==> src/rtl/vetores_pkg.sv <==
// Shared constants and helpers for the byte <-> 32-bit word path.
package vetores_pkg;

    localparam int unsigned ORDEM_LITTLE  = 0;
    localparam int unsigned ORDEM_BIG     = 1;
    localparam int unsigned LARG_BYTE     = 8;
    localparam int unsigned BYTES_PALAVRA = 4;
    localparam int unsigned LARG_PALAVRA  = LARG_BYTE * BYTES_PALAVRA;

    localparam logic [BYTES_PALAVRA-1:0] MASCARA_CHEIA = 4'hF;

    // Write one byte into every lane selected by the one-hot lane vector.
    function automatic logic [LARG_PALAVRA-1:0] insere_byte(
        input logic [LARG_PALAVRA-1:0]  acc,
        input logic [BYTES_PALAVRA-1:0] lane_oh,
        input logic [LARG_BYTE-1:0]     dado
    );
        logic [LARG_PALAVRA-1:0] r;
        r = acc;
        for (int k = 0; k < int'(BYTES_PALAVRA); k++) begin
            if (lane_oh[k]) begin
                r[LARG_BYTE*k +: LARG_BYTE] = dado;
            end
        end
        return r;
    endfunction

endpackage

==> src/rtl/montar_vetores_lane.sv <==
// Byte index to one-hot byte lane, honouring the configured byte order.
module montar_vetores_lane
    import vetores_pkg::*;
#(
    parameter int unsigned ORDEM = ORDEM_LITTLE
) (
    input  logic [1:0]               idx_i,
    output logic [BYTES_PALAVRA-1:0] lane_o
);

    // Little order fills lane 0 first; big order fills lane 3 first.
    always_comb begin
        lane_o = '0;
        if (ORDEM == ORDEM_BIG) begin
            lane_o[2'd3 - idx_i] = 1'b1;
        end else begin
            lane_o[idx_i] = 1'b1;
        end
    end

endmodule

==> src/rtl/montar_vetores.sv <==
// Byte-stream to 32-bit word assembler with lane mask and short-word flush.
module montar_vetores
    import vetores_pkg::*;
#(
    parameter int unsigned ORDEM     = ORDEM_LITTLE,
    parameter int unsigned LARG_CONT = 16
) (
    input  logic                     clk,
    input  logic                     rst,
    input  logic [LARG_BYTE-1:0]     in_dado,
    input  logic                     in_valido,
    output logic                     in_pronto,
    input  logic                     in_ultimo,
    output logic [LARG_PALAVRA-1:0]  out_dado,
    output logic [BYTES_PALAVRA-1:0] out_mascara,
    output logic                     out_valido,
    input  logic                     out_pronto,
    output logic [LARG_CONT-1:0]     palavras
);

    logic [LARG_PALAVRA-1:0]  acc_q, acc_d;
    logic [BYTES_PALAVRA-1:0] msk_q, msk_d;
    logic [1:0]               idx_q, idx_d;
    logic [LARG_PALAVRA-1:0]  out_dado_q, out_dado_d;
    logic [BYTES_PALAVRA-1:0] out_mascara_q, out_mascara_d;
    logic                     out_valido_q, out_valido_d;
    logic [LARG_CONT-1:0]     palavras_q, palavras_d;

    logic [BYTES_PALAVRA-1:0] lane_oh;
    logic [LARG_PALAVRA-1:0]  acc_merged;
    logic                     aceita;
    logic                     fecha;
    logic                     entrega;

    montar_vetores_lane #(
        .ORDEM (ORDEM)
    ) u_lane (
        .idx_i  (idx_q),
        .lane_o (lane_oh)
    );

    // A pending word blocks input unless it leaves in this same cycle.
    always_comb begin
        in_pronto  = !out_valido_q || out_pronto;
        aceita     = in_valido && in_pronto;
        entrega    = out_valido_q && out_pronto;
        // Lanes fill in a fixed order, so a full mask means this is the 4th byte.
        fecha      = in_ultimo || ((msk_q | lane_oh) == MASCARA_CHEIA);
        acc_merged = insere_byte(acc_q, lane_oh, in_dado);
    end

    // Next state: accumulate bytes, close words, count handshakes.
    always_comb begin
        acc_d         = acc_q;
        msk_d         = msk_q;
        idx_d         = idx_q;
        out_dado_d    = out_dado_q;
        out_mascara_d = out_mascara_q;
        out_valido_d  = out_valido_q;
        palavras_d    = palavras_q;

        if (entrega) begin
            palavras_d   = palavras_q + LARG_CONT'(1);
            out_valido_d = 1'b0;
        end

        if (aceita) begin
            if (fecha) begin
                // New word may replace one leaving this cycle: no bubble.
                out_dado_d    = acc_merged;
                out_mascara_d = msk_q | lane_oh;
                out_valido_d  = 1'b1;
                acc_d         = '0;
                msk_d         = '0;
                idx_d         = '0;
            end else begin
                acc_d = acc_merged;
                msk_d = msk_q | lane_oh;
                idx_d = idx_q + 2'd1;
            end
        end
    end

    // State registers; reset discards any partial word.
    always_ff @(posedge clk or posedge rst) begin
        if (rst) begin
            acc_q         <= '0;
            msk_q         <= '0;
            idx_q         <= '0;
            out_dado_q    <= '0;
            out_mascara_q <= '0;
            out_valido_q  <= 1'b0;
            palavras_q    <= '0;
        end else begin
            acc_q         <= acc_d;
            msk_q         <= msk_d;
            idx_q         <= idx_d;
            out_dado_q    <= out_dado_d;
            out_mascara_q <= out_mascara_d;
            out_valido_q  <= out_valido_d;
            palavras_q    <= palavras_d;
        end
    end

    assign out_dado    = out_dado_q;
    assign out_mascara = out_mascara_q;
    assign out_valido  = out_valido_q;
    assign palavras    = palavras_q;

endmodule
==> config.mk <==
export PLATFORM = sky130hd
export DESIGN_NAME = montar_vetores
export DESIGN_NICKNAME = d
export VERILOG_FILES = /design/src/rtl/vetores_pkg.sv /design/src/rtl/montar_vetores_lane.sv /design/src/rtl/montar_vetores.sv
export SDC_FILE = /design/constraint.sdc
export NUM_CORES = 1
export LEC_CHECK = 0
export BUFFER_PORTS_ARGS = -buffer_cell sky130_fd_sc_hd__buf_4
export CORE_AREA = 2 2 87 89
export CTS_CLUSTER_DIAMETER = 60
export CTS_CLUSTER_SIZE = 12
export DETAILED_ROUTE_END_ITERATION = 8
export DIE_AREA = 0 0 89 91
export GPL_TIMING_DRIVEN = 0
export PLACE_DENSITY = 0.76
export SYNTH_ARGS = -nofsm -noshare
export SYNTH_HDL_FRONTEND = slang
export SYNTH_SLANG_ARGS = --single-unit
==> constraint.sdc <==
create_clock -name clk -period 3.3 [get_ports clk]
set_input_delay 0.495 -clock clk [delete_from_list [all_inputs] [get_ports clk]]
set_output_delay 0.495 -clock clk [all_outputs]
set_load 0.03 [all_outputs]
-- Word level (Yosys, flattened, before mapping)
Cells that the tools add are included.
- reductions and logical operators: 7
- equal/unequal tests: 1
- multiplexer cells: 12
- magnitude comparators: 2
- $add $sub $neg: 2
- bitwise operators: 1
- operator list (cell ; number):
    2-to-1 mux 32 bit ; 1
    2-to-1 mux 8 bit ; 4
    adder 16 x 1 -> 16 bit, second input constant ; 1
    equality test 4 bit, second input constant ; 1
    2-to-1 mux 1 bit ; 4
    2-to-1 mux 4 bit ; 1
    OR 4 bit ; 1
    logical AND 1 bit ; 3
    < comparator 2 x 3 -> 1 bit, second input constant ; 1
    adder 2 x 1 -> 2 bit, second input constant ; 1
    demux 1 bit (select 2 bit) ; 1
    >= comparator 2 x 1 -> 1 bit, second input constant ; 1
    logical OR 1 bit ; 2
    2-to-1 mux 2 bit ; 1
    AND reduction 2 bit ; 1
    logical NOT 1 bit ; 1
- word-level logic and storage cells: 32
- output and inout bits: 54
- register bits after elaboration: 91
- bits of input ports: 13

-- Depth between registers and ports, before layout
Gate-level depths: netlist (run 1).
- depth in word-level cells: 9
- depth in mapped cells: 8
- gate-level depth less buffers: 6

-- By module
Synthesis (run 1) repeated with hierarchy kept, for this count alone.
- cells, all modules: 365
- area total of the unflattened synthesis: 3933.8 um^2
- by module, submodules not included (module ; times used ; area an instance (um^2) ; seq. area each (um^2) ; cells each):
    montar_vetores ; 1 ; 3907.5 ; 2277.2 ; 361
    montar_vetores_lane ; 1 ; 26.3 ; 0.0 ; 4

-- Worst setup path before layout (run 1)
OpenSTA, ideal clock, no wires.
- kind: reg-to-reg
- start point: reg out_valido_q (netlist: out_valido)
- end point: reg acc_q[0]
- cell stages (with the launch flop): 7
- path slack: 1.414 ns
- data required time: 3.179 ns
- arrival time: 1.765 ns
- period minus slack after synthesis: 1.886 ns
- buffers on the path: 2
- setup time: 0.121 ns
- cell sequence: dfrtp_1 -> nand2b_1 -> and2_1 -> buf_6 -> and3_1 -> buf_2 -> a22o_1
- cells in the longest elaborated chain, start to end: 3
- RTL lines (element ; line ; RTL):
    from (decl) ; montar_vetores.sv:26 ; logic out_valido_q, out_valido_d;
    from (signal assigned) ; montar_vetores.sv:100 ; out_valido_q <= out_valido_d;
    logical NOT 1 bit ; montar_vetores.sv:44 ; in_pronto = !out_valido_q || out_pronto;
    logical OR 1 bit ; montar_vetores.sv:44 ;
    named net in_pronto ; montar_vetores.sv:12 ; output logic in_pronto,
    logical AND 1 bit ; montar_vetores.sv:45 ; aceita = in_valido && in_pronto;
    to (signal assigned) ; montar_vetores.sv:87 ; acc_q <= '0;
    to (signal assigned) ; montar_vetores.sv:95 ; acc_q <= acc_d;
    to (decl) ; montar_vetores.sv:21 ; logic [LARG_PALAVRA-1:0] acc_q, acc_d;
The timed path passes the listed nets, and every way through them passes these cells.
A chain may end at the register's enable or synchronous reset.

-- Final worst setup path (run 1)
- start point: reg idx_q[0]
- end point: reg out_dado_q[0] (netlist: out_dado[0])
- cells in the longest elaborated chain, start to end: 8
- elaborated cells between the ends (all ways): 10
- those cells by class: order compare (2); eq/ne (1); mux (3); bitwise (1); reduce/logical (3)
- RTL lines (element ; line ; RTL):
    from (decl) ; montar_vetores.sv:23 ; logic [1:0] idx_q, idx_d;
    from (signal assigned) ; montar_vetores.sv:97 ; idx_q <= idx_d;
    < comparator 2 x 3 -> 1 bit (implied by the code) or >= comparator 2 x 1 -> 1 bit (tied branches) ; montar_vetores_lane.sv:17 ; lane_o[idx_i] = 1'b1;
    logical AND 1 bit (implied by the code) ; montar_vetores_lane.sv:17 ;
    2-to-1 mux 1 bit (implied by the code) ; montar_vetores_lane.sv:17 ;
    demux 1 bit (select 2 bit) * ; - ;
    OR 4 bit ; montar_vetores.sv:48 ; fecha = in_ultimo || ((msk_q | lane_oh) == MASCARA_CHEIA);
    equality test 4 bit ; montar_vetores.sv:48 ;
    logical OR 1 bit ; montar_vetores.sv:48 ;
    AND reduction 2 bit (no source line) ; - ;
    to (signal assigned) ; montar_vetores.sv:98 ; out_dado_q <= out_dado_d;
    to (decl) ; montar_vetores.sv:24 ; logic [LARG_PALAVRA-1:0] out_dado_q, out_dado_d;
Every way passes the cells marked *; elsewhere a longest branch is shown, timed or not.

==> qor.yml, run 1 <==
final_cell_area_mm2: 0.00473
fin_ws_ps: 1290
dp_hpwl_um: 5880
comb_power_share: 0.300
grt_max_degree: 62
hold_class: "in2async"
finalSetupViolations: 0
rsz0062_at_grt: "no"
syn_to_final_growth_pct: 20.8
min_period_ps: 2010
switching_share: 0.351
yosysWarnings: 0
wl_um: 8830
ir_drop_v: 0.000357
slew_viol_final: 0
startpoint: "idx_q[0]"
core-area_mm2: 0.00714
ant_nets: 0
clk_pin_slew_ps: 90
io_buffers: 58
fin_util: 0.663
drt_iter0_drc: 273
p_int_mw: 2.12
syn_area_mm2: 0.00392
leakage_nw: 2.23
slew_headroom: 0.517
period_share: 0.609
timing.rr.start: "idx_q[0]"
diodes: 0
p_seq_frac: 0.442
dp_slack_ps: 1340
synth.distinct_cells: 31
holdWs_ps: 111
routedWlPerCell_um: 17.0
syn_nets: 362
grt_pass1_wl_um: 14600
cts_resized: 0
crit_arrival_ps: 2300
fmax_mhz: 497
clk_path_buf_depth: 2
synth-seq-cells: 91
num_vias: 2921
cts_tree: "built"
fp.dieArea_mm2: 0.00810
pin_count: 67
clk_latency_ps: 370
htreeDepth: 3
rr_worst_depth: 8
initial_core_util: 0.549
dieHeight_um: 91
hold_viol_final: 0
maxCapViolations: 0
power_per_cell_area_mw_per_mm2: 691
status: "finished clean"
dpl_cell_area_mm2: 0.00451
post_cts_buffers: 0
path_class: "reg2reg"
drc: 0
grt_usage: 0.238
finalPower_mw: 3.27
cp-start-kind: "flop"
root_buffer: "clkbuf_8"
required_ps: 3590
final_nets: 432
syn_area_per_cell_um2: 11.4
cp_max_fo: 10
cts_buffers: 9
synthCells: 344
cts_hold_buf: 0
drtPass1Iterations: 5
final.setup_skew_ps: 9.31
dieWidth_um: 89
antenna_found_initial: 0
clkPwrFrac: 0.258
worstMarginPinSlew_ps: 725
fp-row-count: 31
viasPerCell: 5.64
grt.overflow.total: 0
cts_sinks: 91
finalNonFillerCells: 518
yosysSeqAreaShare: 0.581
switchingPower_mw: 1.15
first_global_vias: 2878
placed_cells: 502
drive_gt1_frac: 0.232
crit_path_end_kind: "flop"
place_congestion: 0.801
tns_ps: 0
cells by family after synthesis:
| family | count (synthesis) | share of synthesized area |
|---|---|---|
| xor+xnor | 15 | 0.0335 |
| fa+ha+maj | 5 | 0.0160 |
| mux | 33 | 0.0846 |
| buf+inv | 35 | 0.0390 |
| compound gates | 118 | 0.188 |
| flops | 91 | 0.581 |
| simple gates | 47 | 0.0581 |
routing by layer:
layer  share of wire  wire (um)  GRT usage
met1            0.44       3880      0.345
met2            0.47       4150      0.347
met3           0.067        589     0.0482
met4           0.023        204      0.106
met5               0          0          0
sequential cells by signal (all words and copies together) (netlist names):
signal / flops
palavras: 16
msk_q: 4
out_mascara: 4
out_valido: 1
out_dado: 32
idx_q: 2
acc_q: 32
synth_stat cells, drive strengths merged:
cell type,n,share of area
and2,1,0.0016
nor4,1,0.0016
o21ai,78,0.10
nand3,3,0.0051
nand4,5,0.0080
xor2,4,0.0089
o21bai,1,0.0029
mux2i,32,0.082
nand2b,1,0.0016
buf,22,0.027
mux2,1,0.0029
a22o,32,0.072
nor2,17,0.016
xnor2,11,0.025
o22ai,2,0.0032
or4,1,0.0029
nand2,13,0.013
o21ba,1,0.0026
inv,6,0.0057
or2,1,0.0016
and3,4,0.0064
a21oi,4,0.0051
dfrtp,91,0.58
clkbuf,7,0.0067
ha,5,0.016
worst max-delay path: stages (launching register included):
cell	delay (ps)
dfrtp_1	430
inv_1	80
ha_1	250
o22ai_1	250
o21ba_2	230
buf_2	230
buf_2	260
o21ai_1	110
o21ai_1	90
power by group through the flow:
stage	combinational (mW)	sequential (mW)	clock, mW
3_5_place_dp	0.984	1.46	0
6_report	0.981	1.45	0.843
4_1_cts	0.990	1.45	0.855
5_1_grt	1.07	1.47	0.909
3_3_place_gp	0.961	1.46	0
2_1_floorplan	0.396	1.70	0
path summary, 6_finish.rpt:
check / endpoint / slack [ps]
worst max-delay path: out_dado[0] / 1290
worst min-delay path: out_dado[10] / 110
worst max register to register: out_dado[0] / 1290
worst min register to register: palavras[15] / 490
max in group asynchronous: idx_q[1] / 2570
min in group clk: out_valido / 330
placed cells by master, fill, tap and decap left out, types with 2 or more instances in the layout:
| cell | n |
|---|---|
| a21oi_1 | 4 |
| a22o_1 | 32 |
| and3_1 | 4 |
| buf_1 | 10 |
| buf_2 | 11 |
| buf_4 | 58 |
| bufinv_16 | 2 |
| clkbuf_1 | 7 |
| clkbuf_8 | 9 |
| clkinv_4 | 2 |
| dfrtp_1 | 91 |
| ha_1 | 5 |
| inv_1 | 5 |
| mux2i_1 | 32 |
| nand2_1 | 12 |
| nand3_1 | 2 |
| nand4_1 | 5 |
| nor2_1 | 17 |
| o21ai_0 | 25 |
| o21ai_1 | 50 |
| o21ai_2 | 3 |
| o22ai_1 | 2 |
| xnor2_1 | 11 |
| xor2_1 | 4 |
layout make-up:
class / instances / area, um2
fill: 582 / 2400
sequential: 91 / 2280
multi-input combinational: 218 / 1490
timing repair buffer: 59 / 463
buffer: 29 / 130
clock buffer: 9 / 124
tap: 99 / 124
clock inverter: 7 / 101
inverter: 6 / 25.0
Note: power is estimated with default switching activity, not from simulation.
==> inputs of run 2 (changes only) <==
==> constraint.sdc (replaced) <==
create_clock -name clk -period 1.85 [get_ports clk]
set_input_delay 0.2775 -clock clk [delete_from_list [all_inputs] [get_ports clk]]
set_output_delay 0.2775 -clock clk [all_outputs]
set_load 0.03 [all_outputs]
==> run 2 against run 1 <==
  * Hold slack gained 28 ps
  * Worst setup slack got worse by 1300 ps
  * Die area is the same
  * Clock skew is 1.1 ps higher
  * Sequential share of layout area shrank 1.2 points
  * Design area increased by 2.8%
  * Non-clock buffer count grew 4
  * Critical path type unchanged
  * Combinational power increased by 88%
  * Global-route usage is essentially flat
==> qor.yml, run 2 (synthesized netlist as in run 1, its figures left out) <==
cts_buffers: 9
slew_viol_final: 0
fp-row-count: 31
worst_path_largest_cell_delay_ps: 470
final.setup_skew_ps: 10.4
core-area_mm2: 0.00714
maxCapViolations: 0
grt_pass1_wl_um: 14700
drtPass1Iterations: 4
period_share: 0.981
hold_viol_final: 0
leakage_nw: 2.26
antenna_found_initial: 0
crit_buf_inv: 2
cts_sinks: 91
fp.dieArea_mm2: 0.00810
crit_arrival_ps: 2060
first_global_vias: 2931
top_layer: "met4"
initial_core_util: 0.549
final_nets: 436
drive_gt1_frac: 0.270
min_period_ps: 1810
pin_count: 67
slew_headroom: 0.515
critPathTopFamily: "compound AO/OA/AOI/OAI gates"
clk_path_buf_depth: 2
status: "finished clean"
wl_met3_um: 514
dieHeight_um: 91
nFillCells: 589
syn_to_final_growth_pct: 24.1
required_ps: 2090
final_cell_mix: "dfrtp_1, buf_4, o21ai_1, a22o_1, mux2i_1"
routedWlPerCell_um: 17.4
cp_max_fo: 8
power_per_cell_area_mw_per_mm2: 1190
dp_hpwl_um: 6090
cpMaxStageDelayCell: "dfrtp_2"
grt_max_degree: 38
rsz0062_at_grt: "yes"
clk_pin_slew_ps: 80
viasPerCell: 5.72
ant_nets: 0
root_buffer: "clkbuf_8"
place_congestion: 0.801
dp_slack_ps: -123
drc: 0
ir_drop_v: 0.000636
cts_tree: "built"
fmax_mhz: 551
holdWs_ps: 139
cp-start-kind: "flop"
grt_usage: 0.238
diodes: 0
fin_ws_ps: 35.8
grt.overflow.total: 0
io_buffers: 58
num_vias: 2984
path_class: "reg2reg"
dieWidth_um: 89
crit_path_end_kind: "flop"
finalPower_mw: 5.81
cp_cell_sequence: "inv_4 -> ha_4 -> o22ai_2 -> o21bai_2 -> buf_4 -> o21ai_4 -> a22o_1"
hold_class: "in2reg"
final_common_cell: "dfrtp_1"
drt_iter0_drc: 151
finalSetupViolations: 0
met2_wirelength_um: 4380
worstMarginPinSlew_ps: 728
m1WireLength_um: 3990
wl_um: 9090
clk_latency_ps: 360
htreeDepth: 3
-- run 2: changes by cell type in the layout (fill, tap and decap cells not counted), sizes merged --
cell,delta
buf,+2
clkinv,-3
clkinvlp,+3
clkbuf,+3
dlygate4sd3,+1
bufinv,-1
inv,-1
-- run 2: worst paths after layout --
path	from	end	slack, ps	depth (start not counted)
min in group asynchronous	rst	palavras[5]	540	3
max in group asynchronous	rst	idx_q[1]	500	5
setup reg to reg	idx_q[0]	acc_q[27]	40	7
hold reg to reg	palavras[15]	palavras[15]	480	1
setup / recovery	idx_q[0]	acc_q[27]	40	7
hold / removal	in_valido	out_valido	140	3
-- run 2: per-stage QoR --
| step | cells | instance area [um2] | utilization | setup TNS [ps] |
|---|---|---|---|---|
| global route | 522 | 4860 | 0.682 | -217 |
| CTS | 522 | 4780 | 0.669 | 0 |
| global placement | 501 | 4480 | 0.628 | -7940 |
| finish | 522 | 4860 | 0.682 | 0 |
| floorplan | 344 | 3930 | - | 0 |
| detailed placement | 503 | 4520 | 0.634 | -3590 |
-- run 2: final cells by class --
class                           instances  area, um2  share of cell area
Buffer                                 28        138              0.0283
Clock buffer                           11        141              0.0291
Clock inverter                          5       61.3              0.0126
Inverter                                6       31.3             0.00643
Multi-Input combinational cell        218       1580               0.325
Sequential cell                        91       2280               0.469
Tap cell                               99        124              0.0255
Timing Repair Buffer                   64        508               0.104
-- run 2: routing by layer --
layer,vias to the layer above,global-route usage
li1,1376,-
met1,1499,0.317
met2,95,0.365
met3,14,0.0491
met4,0,0.122
met5,-,0
-- run 2: worst min-delay path, stage by stage --
cell	delay, ps
buf_4	90
nand2_1	40
nand2_1	50
-- run 2: power breakdown --
group | leakage (nW) | internal [mW] | switching (mW)
Combinational | 0.960 | 0.729 | 1.11
Clock | 0.0922 | 0.667 | 0.705
Sequential | 1.21 | 2.34 | 0.260
-- run 2: repair_timing --
item,CTS,global route
hold buffers,1,0
resized for setup,9,18
setup endpoints to repair,49,70
setup buffers,2,1
endpoints found under the hold margin,27,0
pin swaps,2,0
